`config.mk`:
```
export PLATFORM = sky130hd
export DESIGN_NAME = mm_tile_core
export DESIGN_NICKNAME = d
export VERILOG_FILES = /design/src/rtl/mm_tile_pkg.sv /design/src/rtl/mm_tile_core_pe.sv /design/src/rtl/mm_tile_core.sv
export SDC_FILE = /design/constraint.sdc
export NUM_CORES = 2
export LEC_CHECK = 0
export ABC_AREA = 1
export ABC_CLOCK_PERIOD_IN_PS = 9120
export BUFFER_PORTS_ARGS = -buffer_cell sky130_fd_sc_hd__buf_2
export CORE_MARGIN = 1.5
export CORE_UTILIZATION = 25
export DETAILED_ROUTE_END_ITERATION = 7
export PLACE_DENSITY = 0.38
export SLEW_MARGIN = 15
export SYNTH_ARGS = -nofsm -noshare
export SYNTH_HDL_FRONTEND = slang
export SYNTH_SLANG_ARGS = --single-unit
```
`constraint.sdc`:
```
create_clock -name clk_i -period 9.12 [get_ports clk_i]
set_clock_uncertainty 0.15 [all_clocks]
set_input_delay 1.368 -clock clk_i [delete_from_list [all_inputs] [get_ports clk_i]]
set_output_delay 1.368 -clock clk_i [all_outputs]
set_load 0.01 [all_outputs]
```
`src/rtl/mm_tile_pkg.sv`:
```
// Shared types and constants for the mm_tile systolic matrix-multiply core.
package mm_tile_pkg;

  typedef enum logic [1:0] {IDLE, LOAD, FLUSH, SNAP} compute_state_t;
  typedef enum logic       {EMPTY, SEND}             drain_state_t;

  // Zero-injection cycles needed to push the last k-slice through both skews.
  function automatic int flush_cycles(input int n);
    return 2 * n - 1;
  endfunction

  function automatic logic signed [63:0] sat_max(input int acc_w);
    return (64'sd1 <<< (acc_w - 1)) - 64'sd1;
  endfunction

  function automatic logic signed [63:0] sat_min(input int acc_w);
    return -(64'sd1 <<< (acc_w - 1));
  endfunction

endpackage

```
`src/rtl/mm_tile_core_pe.sv`:
```
// Single output-stationary MAC cell: acc += a*b, forwards A right and B down.
// Saturating accumulation when MM_TILE_SATURATE_EN is defined, wrapping otherwise.
module mm_pe
  import mm_tile_pkg::*;
#(
  parameter int DATA_W = 8,
  parameter int ACC_W  = 32
) (
  input  logic              clk_i,
  input  logic              reset_i,
  input  logic              en_i,
  input  logic              clr_i,
  input  logic [DATA_W-1:0] a_i,
  input  logic [DATA_W-1:0] b_i,
  output logic [DATA_W-1:0] a_o,
  output logic [DATA_W-1:0] b_o,
  output logic [ACC_W-1:0]  acc_o
);

  logic signed [2*DATA_W-1:0] prod;
  logic signed [ACC_W-1:0]    prod_ext;
  logic signed [ACC_W-1:0]    acc_q, acc_d;
  logic [DATA_W-1:0]          a_q, b_q;

  assign prod     = $signed(a_i) * $signed(b_i);
  assign prod_ext = ACC_W'(prod);

`ifdef MM_TILE_SATURATE_EN
  localparam logic signed [ACC_W-1:0] SAT_MAX = ACC_W'(sat_max(ACC_W));
  localparam logic signed [ACC_W-1:0] SAT_MIN = ACC_W'(sat_min(ACC_W));
  logic [ACC_W:0] sum;

  // One guard bit: overflow shows as the top two bits disagreeing.
  assign sum = {acc_q[ACC_W-1], acc_q} + {prod_ext[ACC_W-1], prod_ext};

  always_comb begin
    acc_d = sum[ACC_W-1:0];
    if (sum[ACC_W] != sum[ACC_W-1])
      acc_d = sum[ACC_W] ? SAT_MIN : SAT_MAX;
  end
`else
  assign acc_d = acc_q + prod_ext;
`endif

  always_ff @(posedge clk_i) begin
    if (reset_i) begin
      acc_q <= '0;
      a_q   <= '0;
      b_q   <= '0;
    end else if (clr_i) begin
      acc_q <= '0;
    end else if (en_i) begin
      acc_q <= acc_d;
      a_q   <= a_i;
      b_q   <= b_i;
    end
  end

  assign a_o   = a_q;
  assign b_o   = b_q;
  assign acc_o = acc_q;

endmodule

```
`src/rtl/mm_tile_core.sv`:
```
// N x N output-stationary systolic matmul core with skewed operand feed and a
// row-major drain buffer. Optional saturation via MM_TILE_SATURATE_EN.
module mm_tile_core
  import mm_tile_pkg::*;
#(
  parameter int N      = 2,
  parameter int DATA_W = 8,
  parameter int ACC_W  = 32,
  parameter int K_W    = 16
) (
  input  logic                  clk_i,
  input  logic                  reset_i,
  input  logic                  start_i,
  input  logic [K_W-1:0]        k_len_i,
  input  logic                  in_valid_i,
  output logic                  in_ready_o,
  input  logic [N*DATA_W-1:0]   a_in_i,
  input  logic [N*DATA_W-1:0]   b_in_i,
  output logic                  busy_o,
  output logic                  done_o,
  output logic                  out_valid_o,
  input  logic                  out_ready_i,
  output logic [ACC_W-1:0]      out_data_o,
  output logic [$clog2(N)-1:0]  out_row_o,
  output logic [$clog2(N)-1:0]  out_col_o,
  output logic                  out_last_o
);

  localparam int IW = $clog2(N);
  localparam int FW = $clog2(2 * N);
  localparam logic [FW-1:0] FLUSH_LAST = FW'(flush_cycles(N) - 1);
  localparam logic [IW-1:0] IDX_LAST   = IW'(N - 1);

  compute_state_t cst_q;
  drain_state_t   dst_q;
  logic [K_W-1:0] k_len_q, k_cnt_q;
  logic [FW-1:0]  fl_cnt_q;
  logic           done_q;
  logic [IW-1:0]  row_q, col_q;

  logic accept, adv, drain_hs, drain_last, buf_free, snap_fire;

  logic [N-1:0][DATA_W-1:0]        inj_a, inj_b, a_sk, b_sk;
  logic [N-1:0][N-1:0][DATA_W-1:0] a_w, b_w;
  logic [N-1:0][N-1:0][ACC_W-1:0]  acc, buf_q;
  logic [N-1:0][DATA_W-1:0]        edge_a, edge_b;
  logic                            unused_edge;

  assign accept     = (cst_q == LOAD) && in_valid_i;
  assign adv        = accept || (cst_q == FLUSH);
  assign inj_a      = (cst_q == LOAD) ? a_in_i : '0;
  assign inj_b      = (cst_q == LOAD) ? b_in_i : '0;
  assign drain_last = (row_q == IDX_LAST) && (col_q == IDX_LAST);
  assign drain_hs   = (dst_q == SEND) && out_ready_i;
  // The final drain handshake frees the buffer in the same cycle it empties.
  assign buf_free   = (dst_q == EMPTY) || (drain_hs && drain_last);
  assign snap_fire  = (cst_q == SNAP) && buf_free;

  genvar gi, gj;
  generate
    for (gi = 0; gi < N; gi++) begin : g_skew
      if (gi == 0) begin : g_d0
        assign a_sk[gi] = inj_a[gi];
        assign b_sk[gi] = inj_b[gi];
      end else begin : g_dn
        logic [gi-1:0][DATA_W-1:0] a_q, b_q;
        always_ff @(posedge clk_i) begin
          if (reset_i) begin
            a_q <= '0;
            b_q <= '0;
          end else if (adv) begin
            a_q[0] <= inj_a[gi];
            b_q[0] <= inj_b[gi];
            for (int k = 1; k < gi; k++) begin
              a_q[k] <= a_q[k-1];
              b_q[k] <= b_q[k-1];
            end
          end
        end
        assign a_sk[gi] = a_q[gi-1];
        assign b_sk[gi] = b_q[gi-1];
      end
    end

    for (gi = 0; gi < N; gi++) begin : g_row
      for (gj = 0; gj < N; gj++) begin : g_col
        logic [DATA_W-1:0] a_src, b_src;
        if (gj == 0) begin : g_al
          assign a_src = a_sk[gi];
        end else begin : g_an
          assign a_src = a_w[gi][gj-1];
        end
        if (gi == 0) begin : g_bt
          assign b_src = b_sk[gj];
        end else begin : g_bn
          assign b_src = b_w[gi-1][gj];
        end
        mm_pe #(.DATA_W(DATA_W), .ACC_W(ACC_W)) u_pe (
          .clk_i   (clk_i),
          .reset_i (reset_i),
          .en_i    (adv),
          .clr_i   (snap_fire),
          .a_i     (a_src),
          .b_i     (b_src),
          .a_o     (a_w[gi][gj]),
          .b_o     (b_w[gi][gj]),
          .acc_o   (acc[gi][gj])
        );
      end
      assign edge_a[gi] = a_w[gi][N-1];
      assign edge_b[gi] = b_w[N-1][gi];
    end
  endgenerate

  // Operands leaving the right and bottom edges of the grid go nowhere.
  assign unused_edge = ^{edge_a, edge_b};

  always_ff @(posedge clk_i) begin
    if (reset_i) begin
      cst_q    <= IDLE;
      k_len_q  <= '0;
      k_cnt_q  <= '0;
      fl_cnt_q <= '0;
      done_q   <= 1'b0;
    end else begin
      done_q <= snap_fire;
      case (cst_q)
        IDLE: if (start_i) begin
          k_len_q  <= k_len_i;
          k_cnt_q  <= '0;
          fl_cnt_q <= '0;
          cst_q    <= (k_len_i == '0) ? FLUSH : LOAD;
        end
        LOAD: if (accept) begin
          k_cnt_q <= k_cnt_q + K_W'(1);
          if (k_cnt_q == k_len_q - K_W'(1)) cst_q <= FLUSH;
        end
        FLUSH: begin
          fl_cnt_q <= fl_cnt_q + FW'(1);
          if (fl_cnt_q == FLUSH_LAST) begin
            fl_cnt_q <= '0;
            cst_q    <= SNAP;
          end
        end
        SNAP: if (buf_free) cst_q <= IDLE;
        default: cst_q <= IDLE;
      endcase
    end
  end

  always_ff @(posedge clk_i) begin
    if (reset_i) begin
      dst_q <= EMPTY;
      row_q <= '0;
      col_q <= '0;
      buf_q <= '0;
    end else if (snap_fire) begin
      buf_q <= acc;
      dst_q <= SEND;
      row_q <= '0;
      col_q <= '0;
    end else if (drain_hs) begin
      if (drain_last) begin
        dst_q <= EMPTY;
        row_q <= '0;
        col_q <= '0;
      end else if (col_q == IDX_LAST) begin
        col_q <= '0;
        row_q <= row_q + IW'(1);
      end else begin
        col_q <= col_q + IW'(1);
      end
    end
  end

  assign in_ready_o  = (cst_q == LOAD);
  assign busy_o      = (cst_q != IDLE);
  assign done_o      = done_q;
  assign out_valid_o = (dst_q == SEND);
  assign out_data_o  = buf_q[row_q][col_q];
  assign out_row_o   = row_q;
  assign out_col_o   = col_q;
  assign out_last_o  = (dst_q == SEND) && drain_last;

endmodule

```
After elaboration in Yosys (flattened, before gate mapping)
Cells that the tools add are included.
{"block": "totals", "mem_count": 0, "ram_bits": 0, "mem_bits_ro": 0, "register_bits": 344, "inputBits": 53, "latch_bits": 0, "out_inout_bits": 39}
{"block": "op_classes", "reduce_logical": 24, "shifts": 0, "bitwise": 2, "eq_ne": 10, "mul": 4, "magnitude_cmp": 2, "addsub": 9, "mux": 26, "n_div": 0}
{"operator": "adder 32 x 16 -> 32 bit", "count": 4}
{"operator": "two-way mux 64 bit", "count": 2}
{"operator": "multiplier 8 x 8 -> 16 bit", "count": 4}
{"operator": "two-way mux 16 bit", "count": 4}
{"operator": "two-way mux 32 bit", "count": 2}
{"operator": "one-hot mux 16 bit (2 select lines)", "count": 1}
{"operator": "adder 16 x 1 -> 16 bit, second input constant", "count": 1}
{"operator": "equality test 16 bit", "count": 1}
{"operator": "logical NOT 16 bit", "count": 1}
{"operator": "two-way mux 2 bit", "count": 8}
{"operator": "subtractor 16 x 1 -> 16 bit, second input constant", "count": 1}
{"operator": "nonzero test 2 bit", "count": 6}
{"operator": "AND reduction 2 bit", "count": 5}
{"operator": "one-hot mux 2 bit (4 select lines)", "count": 1}
{"operator": "two-way mux 1 bit", "count": 7}
{"operator": "equality test 2 bit, second input constant", "count": 3}
{"operator": "logical AND 1 bit", "count": 6}
{"operator": "!= test 2 x 1 -> 1 bit, second input constant", "count": 3}
{"operator": "AND reduction 5 bit", "count": 1}
{"operator": "less-than comparator 1 x 2 -> 1 bit, second input constant", "count": 2}
{"operator": "!= test 2 bit, second input constant", "count": 2}
{"operator": "one-hot mux 2 bit (2 select lines)", "count": 1}
{"operator": "AND reduction 3 bit", "count": 1}
{"operator": "adder 1 bit, second input constant", "count": 2}
{"operator": "other kinds (6)", "count": 8}

Depth between registers and ports, before layout
{"block": "logic_depth", "depth_word": 6, "depth_mapped": 27, "depth_no_buf": 26}

By module
A second synthesis with hierarchy kept.
{"block": "unflattened", "hier_cells": 5393, "area_unflattened_um2": 39930.8}
{"mod": "mm_tile_core", "instances": 1, "area_each_um2": 8400.6, "seq_area_each_um2": 3683.5, "cells_each": 1222}
{"mod": "mm_pe at g_row[1].g_col[1].u_pe", "instances": 1, "area_each_um2": 7978.9, "seq_area_each_um2": 960.9, "cells_each": 1060}
{"mod": "mm_pe at g_row[0].g_col[1].u_pe", "instances": 1, "area_each_um2": 7857.5, "seq_area_each_um2": 960.9, "cells_each": 1037}
{"mod": "mm_pe at g_row[1].g_col[0].u_pe", "instances": 1, "area_each_um2": 7848.8, "seq_area_each_um2": 960.9, "cells_each": 1036}
{"mod": "mm_pe at g_row[0].g_col[0].u_pe", "instances": 1, "area_each_um2": 7845.0, "seq_area_each_um2": 960.9, "cells_each": 1038}

Least setup slack after synthesis
OpenSTA, ideal clock, no wires.
{"block": "synth_timing", "path_kind": "input to register", "startpoint": "input b_in_i[0]", "endpoint": "register g_row[0].g_col[0].u_pe.acc_q[20]", "cell_stages": 19, "required_ns": 8.853, "n_path_buf": 0, "setup_slack_ns": 1.539, "arrival_time_ns": 7.314, "path_cell_list": "nand2_1 > nor2_1 > inv_1 > fa_1 > inv_1 > fa_1 > fa_1 > fa_1 > fa_1 > ha_1 > a21oi_1 > o21ai_0 > nor2_1 > o21bai_1 > nand2_1 > nand3_1 > nand2_1 > o221ai_1 > inv_1"}
{"block": "synth_between", "elab_chain_len": 3}
{"item": "start, declared", "line_no": "mm_tile_core.sv:18", "rtl": "input logic [N*DATA_W-1:0] b_in_i,"}
{"item": "two-way mux 16 bit", "line_no": "mm_tile_core.sv:52", "rtl": "assign inj_b = (cst_q == LOAD) ? b_in_i : '0;"}
{"item": "multiplier 8 x 8 -> 16 bit", "line_no": "mm_tile_core_pe.sv:25", "rtl": "assign prod = $signed(a_i) * $signed(b_i);"}
{"item": "adder 32 x 16 -> 32 bit", "line_no": "mm_tile_core_pe.sv:42", "rtl": "assign acc_d = acc_q + prod_ext;"}
{"item": "end signal, assigned", "line_no": "mm_tile_core_pe.sv:47", "rtl": "acc_q <= '0;"}
{"item": "end signal, assigned", "line_no": "mm_tile_core_pe.sv:51", "rtl": "acc_q <= '0;"}
{"item": "end signal, assigned", "line_no": "mm_tile_core_pe.sv:53", "rtl": "acc_q <= acc_d;"}
{"item": "end, declared", "line_no": "mm_tile_core_pe.sv:22", "rtl": "logic signed [ACC_W-1:0] acc_q, acc_d;"}
Every way passes these cells.
A chain may end at the register's enable or synchronous reset.

Worst setup path in the final report
{"block": "layout_timing", "startpoint": "register cst_q[1]", "endpoint": "register g_row[0].g_col[0].u_pe.acc_q[31]"}
{"block": "layout_between", "elab_chain_len": 4, "word_cells_on_any_way": 11}
{"item": "start, declared", "line_no": "mm_tile_core.sv:34", "rtl": "compute_state_t cst_q;"}
{"item": "start signal, assigned", "line_no": "mm_tile_core.sv:132", "rtl": "cst_q <= (k_len_i == '0) ? FLUSH : LOAD;"}
{"item": "equality test 2 x 1 -> 1 bit", "line_no": "mm_tile_core.sv:49, mm_tile_core.sv:51, mm_tile_core.sv:52"}
{"item": "two-way mux 16 bit (on tied branches)", "line_no": "mm_tile_core.sv:51, mm_tile_core.sv:52"}
{"item": "multiplier 8 x 8 -> 16 bit", "line_no": "mm_tile_core_pe.sv:25"}
{"item": "adder 32 x 16 -> 32 bit", "line_no": "mm_tile_core_pe.sv:42"}
Parallel ways exist; a longest one is shown, timed or not.

==> results.json <==
{
  "status": "complete, no violations",
  "clk_latency_ns": 0.62,
  "viasPerCell": 4.40,
  "drt_iter0_drc": 1702,
  "crit_buf_inv": 3,
  "place_congestion": 0.877,
  "gr-usage-all-layers_pct": 16.9,
  "max-cap-violations": 0,
  "max_stage_delay_ns": 0.81,
  "synth_edf_count": 0,
  "grt_pass1_wl_microns": 189000,
  "ys_seq_elements": 344,
  "die_h_microns": 386,
  "cts-root-buf": "clkbuf_16",
  "finalWorstSetupSlack_ns": 2.61,
  "drive_gt1_share_pct": 5.31,
  "start_util_pct": 25.2,
  "setup_violations": 0,
  "cts_hold_buf": 0,
  "cts_tree": "done",
  "hpwl_microns": 99500,
  "p_sw_mw": 6.00,
  "fin_nets": 5496,
  "dp_slack_ns": 2.13,
  "pin_count": 92,
  "fin_crit_ns": 6.51,
  "nFillCells": 15942,
  "yosysSeqAreaShare_pct": 18.8,
  "p_int_mw": 5.48,
  "die_area_sq_mm": 0.149,
  "critPathLaunchType": "flip-flop",
  "cts_buffers": 48,
  "finalMaxSlewViolations": 0,
  "cp.arrival_ns": 6.88,
  "clockBufferDepth": 3,
  "grt.overflow.total": 0,
  "grt_pass1_vias": 29416,
  "wirelength_microns": 124000,
  "power_density_mw_per_mm2": 282,
  "grt_max_degree": 92,
  "ys_types": 50,
  "async_reset_ff_share_pct": 0,
  "rows": 140,
  "cp_max_fo": 22,
  "crit_type": "reg2reg",
  "clkTransAtPathRegs_ns": 0.06,
  "syn_inst": 4592,
  "dieWidth_microns": 386,
  "final_antenna_net_count": 0,
  "p_clk_share_pct": 16.7,
  "antenna_found_initial": 16,
  "fin_area_sq_mm": 0.0407,
  "critPathSlowestCell": "fa_1",
  "power_mw": 11.5,
  "area_delta_synth_final_pct": 10.9,
  "worstMarginPinSlew_ns": 1.07,
  "p_leak_nw": 21.4,
  "cpLargestDelayFamily": "adder cells",
  "num_vias": 28923,
  "hold_path_class": "reg2reg",
  "postCtsSetupRepairBufs": 0,
  "hold_ws_ns": 0.300,
  "ys.flop_type": "dfxtp_1",
  "wl_per_cell_microns": 18.8,
  "rsz0062_at_grt": "false",
  "r2r_slack_ns": 2.61,
  "maxSlewHeadroom_pct": 28.8,
  "drc_errors": 0,
  "clock_sinks": 344,
  "fin_tns_setup_ns": 0,
  "fmaxAchievable_mhz": 154,
  "crit_required_ns": 9.49,
  "core_area_sq_mm": 0.146,
  "io_buffers": 91,
  "synthesis.nets": 5476,
  "syn_area_sq_mm": 0.0367,
  "syn_area_per_cell_sq_um": 7.98,
  "placedInstanceArea_sq_mm": 0.0391,
  "crit_top_cell": "fa_1",
  "crit_chain": "inv_1 > ha_2 > nand3_1 > fa_1 > fa_1 > inv_1 > fa_1 > fa_1 > ha_1 > ha_1 > nand2_1 > nor2_1 > nor2b_1 > nand4_1 > nand3_1 > a21oi_1 > nand2_1 > nand2_1 > o21ai_0 > inv_1",
  "ir_drop_mv": 0.140,
  "hold_violations": 0,
  "post_cts_resize_count": 0,
  "power_frac_seq_pct": 19.4,
  "multiInputGateArea_sq_mm": 0.0252,
  "dr.pass1.iters": 8,
  "yosysWarnings": 0,
  "end_kind": "flip-flop",
  "register_area_sq_mm": 0.00689,
  "comb_power_share_pct": 64.0,
  "period_share_pct": 71.4,
  "h-tree-depth": 2,
  "p_sw_share_pct": 52.2
}
==> worst reg2reg max path, stage by stage (launching register included) <==
cell	delay, ns
dfxtp_1	0.33
inv_1	0.12
ha_2	0.51
nand3_1	0.30
fa_1	0.69
fa_1	0.81
inv_1	0.40
fa_1	0.62
fa_1	0.42
ha_1	0.29
ha_1	0.38
nand2_1	0.15
nor2_1	0.18
nor2b_1	0.23
nand4_1	0.13
nand3_1	0.24
a21oi_1	0.12
nand2_1	0.08
nand2_1	0.05
o21ai_0	0.17
inv_1	0.05
==> flip-flops by register name, summed over array words and instances (netlist names) <==
register and count:
g_row.g_col.u_pe.b_o 16, g_row.g_col.u_pe.acc_o 128, buf_q 128, cst_q 2, out_col_o 1, fl_cnt_q 2, out_row_o 1, k_len_q 16
g_row.g_col.u_pe.a_o 16, g_row.g_col.a_src 8, g_row.g_col.b_src 8, k_cnt_q 16, out_valid_o 1, done_o 1
==> routing by layer <==
metal / share of wire, % / vias up / GRT usage [%]
li1: - / 14214 / -
met1: 46 / 14090 / 22.7
met2: 48 / 491 / 28.5
met3: 3.7 / 122 / 1.95
met4: 2.7 / 6 / 4.56
met5: 0.033 / - / 0
==> stage by stage <==
step	cells	util, %
2_1_floorplan	4592	-
3_3_place_gp	6479	26.9
3_5_place_dp	6479	26.9
4_1_cts	6566	27.9
5_1_grt	6568	27.9
6_report	6571	27.9
==> power groups by stage <==
stage / sequential (mW) / clock, mW / combinational, mW
4_1_cts: 2.24 / 2.00 / 7.51
5_1_grt: 2.27 / 2.04 / 8.52
3_3_place_gp: 2.27 / 0 / 7.47
3_5_place_dp: 2.27 / 0 / 7.43
6_report: 2.22 / 1.91 / 7.34
2_1_floorplan: 1.97 / 0 / 5.44
==> final timing paths <==
path | startpoint | end | depth (start not counted)
setup / recovery | cst_q[1] | g_row[0].g_col[0].u_pe.acc_o[31] | 20
hold / removal | buf_q[96] | buf_q[96] | 2
setup reg to reg | cst_q[1] | g_row[0].g_col[0].u_pe.acc_o[31] | 20
hold reg to reg | buf_q[96] | buf_q[96] | 2
==> cells by family (layout without fill, tap and decap cells) <==
group	Yosys count	count (layout)	synth area share (%)
flip-flops	344	344	18.8
buffers and inverters	1190	1247	12.6
AND/OR/NAND/NOR	1273	1273	14.1
adder cells (fa/ha/maj)	831	831	39.5
AO/OA/AOI/OAI	846	846	12.5
XOR/XNOR	108	108	2.58
other	0	5	0
==> cell usage after synthesis (5+ instances only) <==
library cell	n	share of area, %
inv_1	1024	10
nand2_1	730	7.5
fa_1	544	30
dfxtp_1	344	19
nor2_1	332	3.4
o21ai_0	330	4.5
a21oi_1	328	4.5
ha_1	287	9.8
clkbuf_1	104	1.1
nand3_1	104	1.4
xnor2_1	56	1.3
o21ai_1	53	0.72
xor2_1	52	1.2
nand4_1	33	0.56
nor3_1	33	0.45
o22ai_1	33	0.56
buf_2	32	0.44
o21bai_1	27	0.55
o211ai_1	17	0.35
a21o_1	16	0.33
buf_6	12	0.37
or2_2	10	0.17
a22o_1	9	0.22
a31o_2	8	0.19
nor4_1	8	0.14
buf_1	7	0.072
nand3b_1	7	0.14
a211oi_1	6	0.12
inv_2	6	0.061
nor2_4	5	0.15
==> cell type report <==
| class | count | share of cell area [%] |
|---|---|---|
| clock buffer | 65 | 3.23 |
| clock inverter | 22 | 0.578 |
| timing repair buffer | 127 | 1.78 |
| tap | 1917 | 5.90 |
| multi-input combinational | 3058 | 62.0 |
| inverter | 1033 | 9.56 |
| sequential | 344 | 16.9 |
| antenna | 5 | 0.0308 |
==> cells in the final DEF (no fill, tap or decap), types with 56 or more instances in the layout <==
cell	n
a21oi_1	328
buf_2	91
dfxtp_1	343
fa_1	544
ha_1	286
inv_1	1023
nand2_1	727
nand3_1	104
nor2_1	330
o21ai_0	330
xnor2_1	56
(Power assumes the default switching activity.)
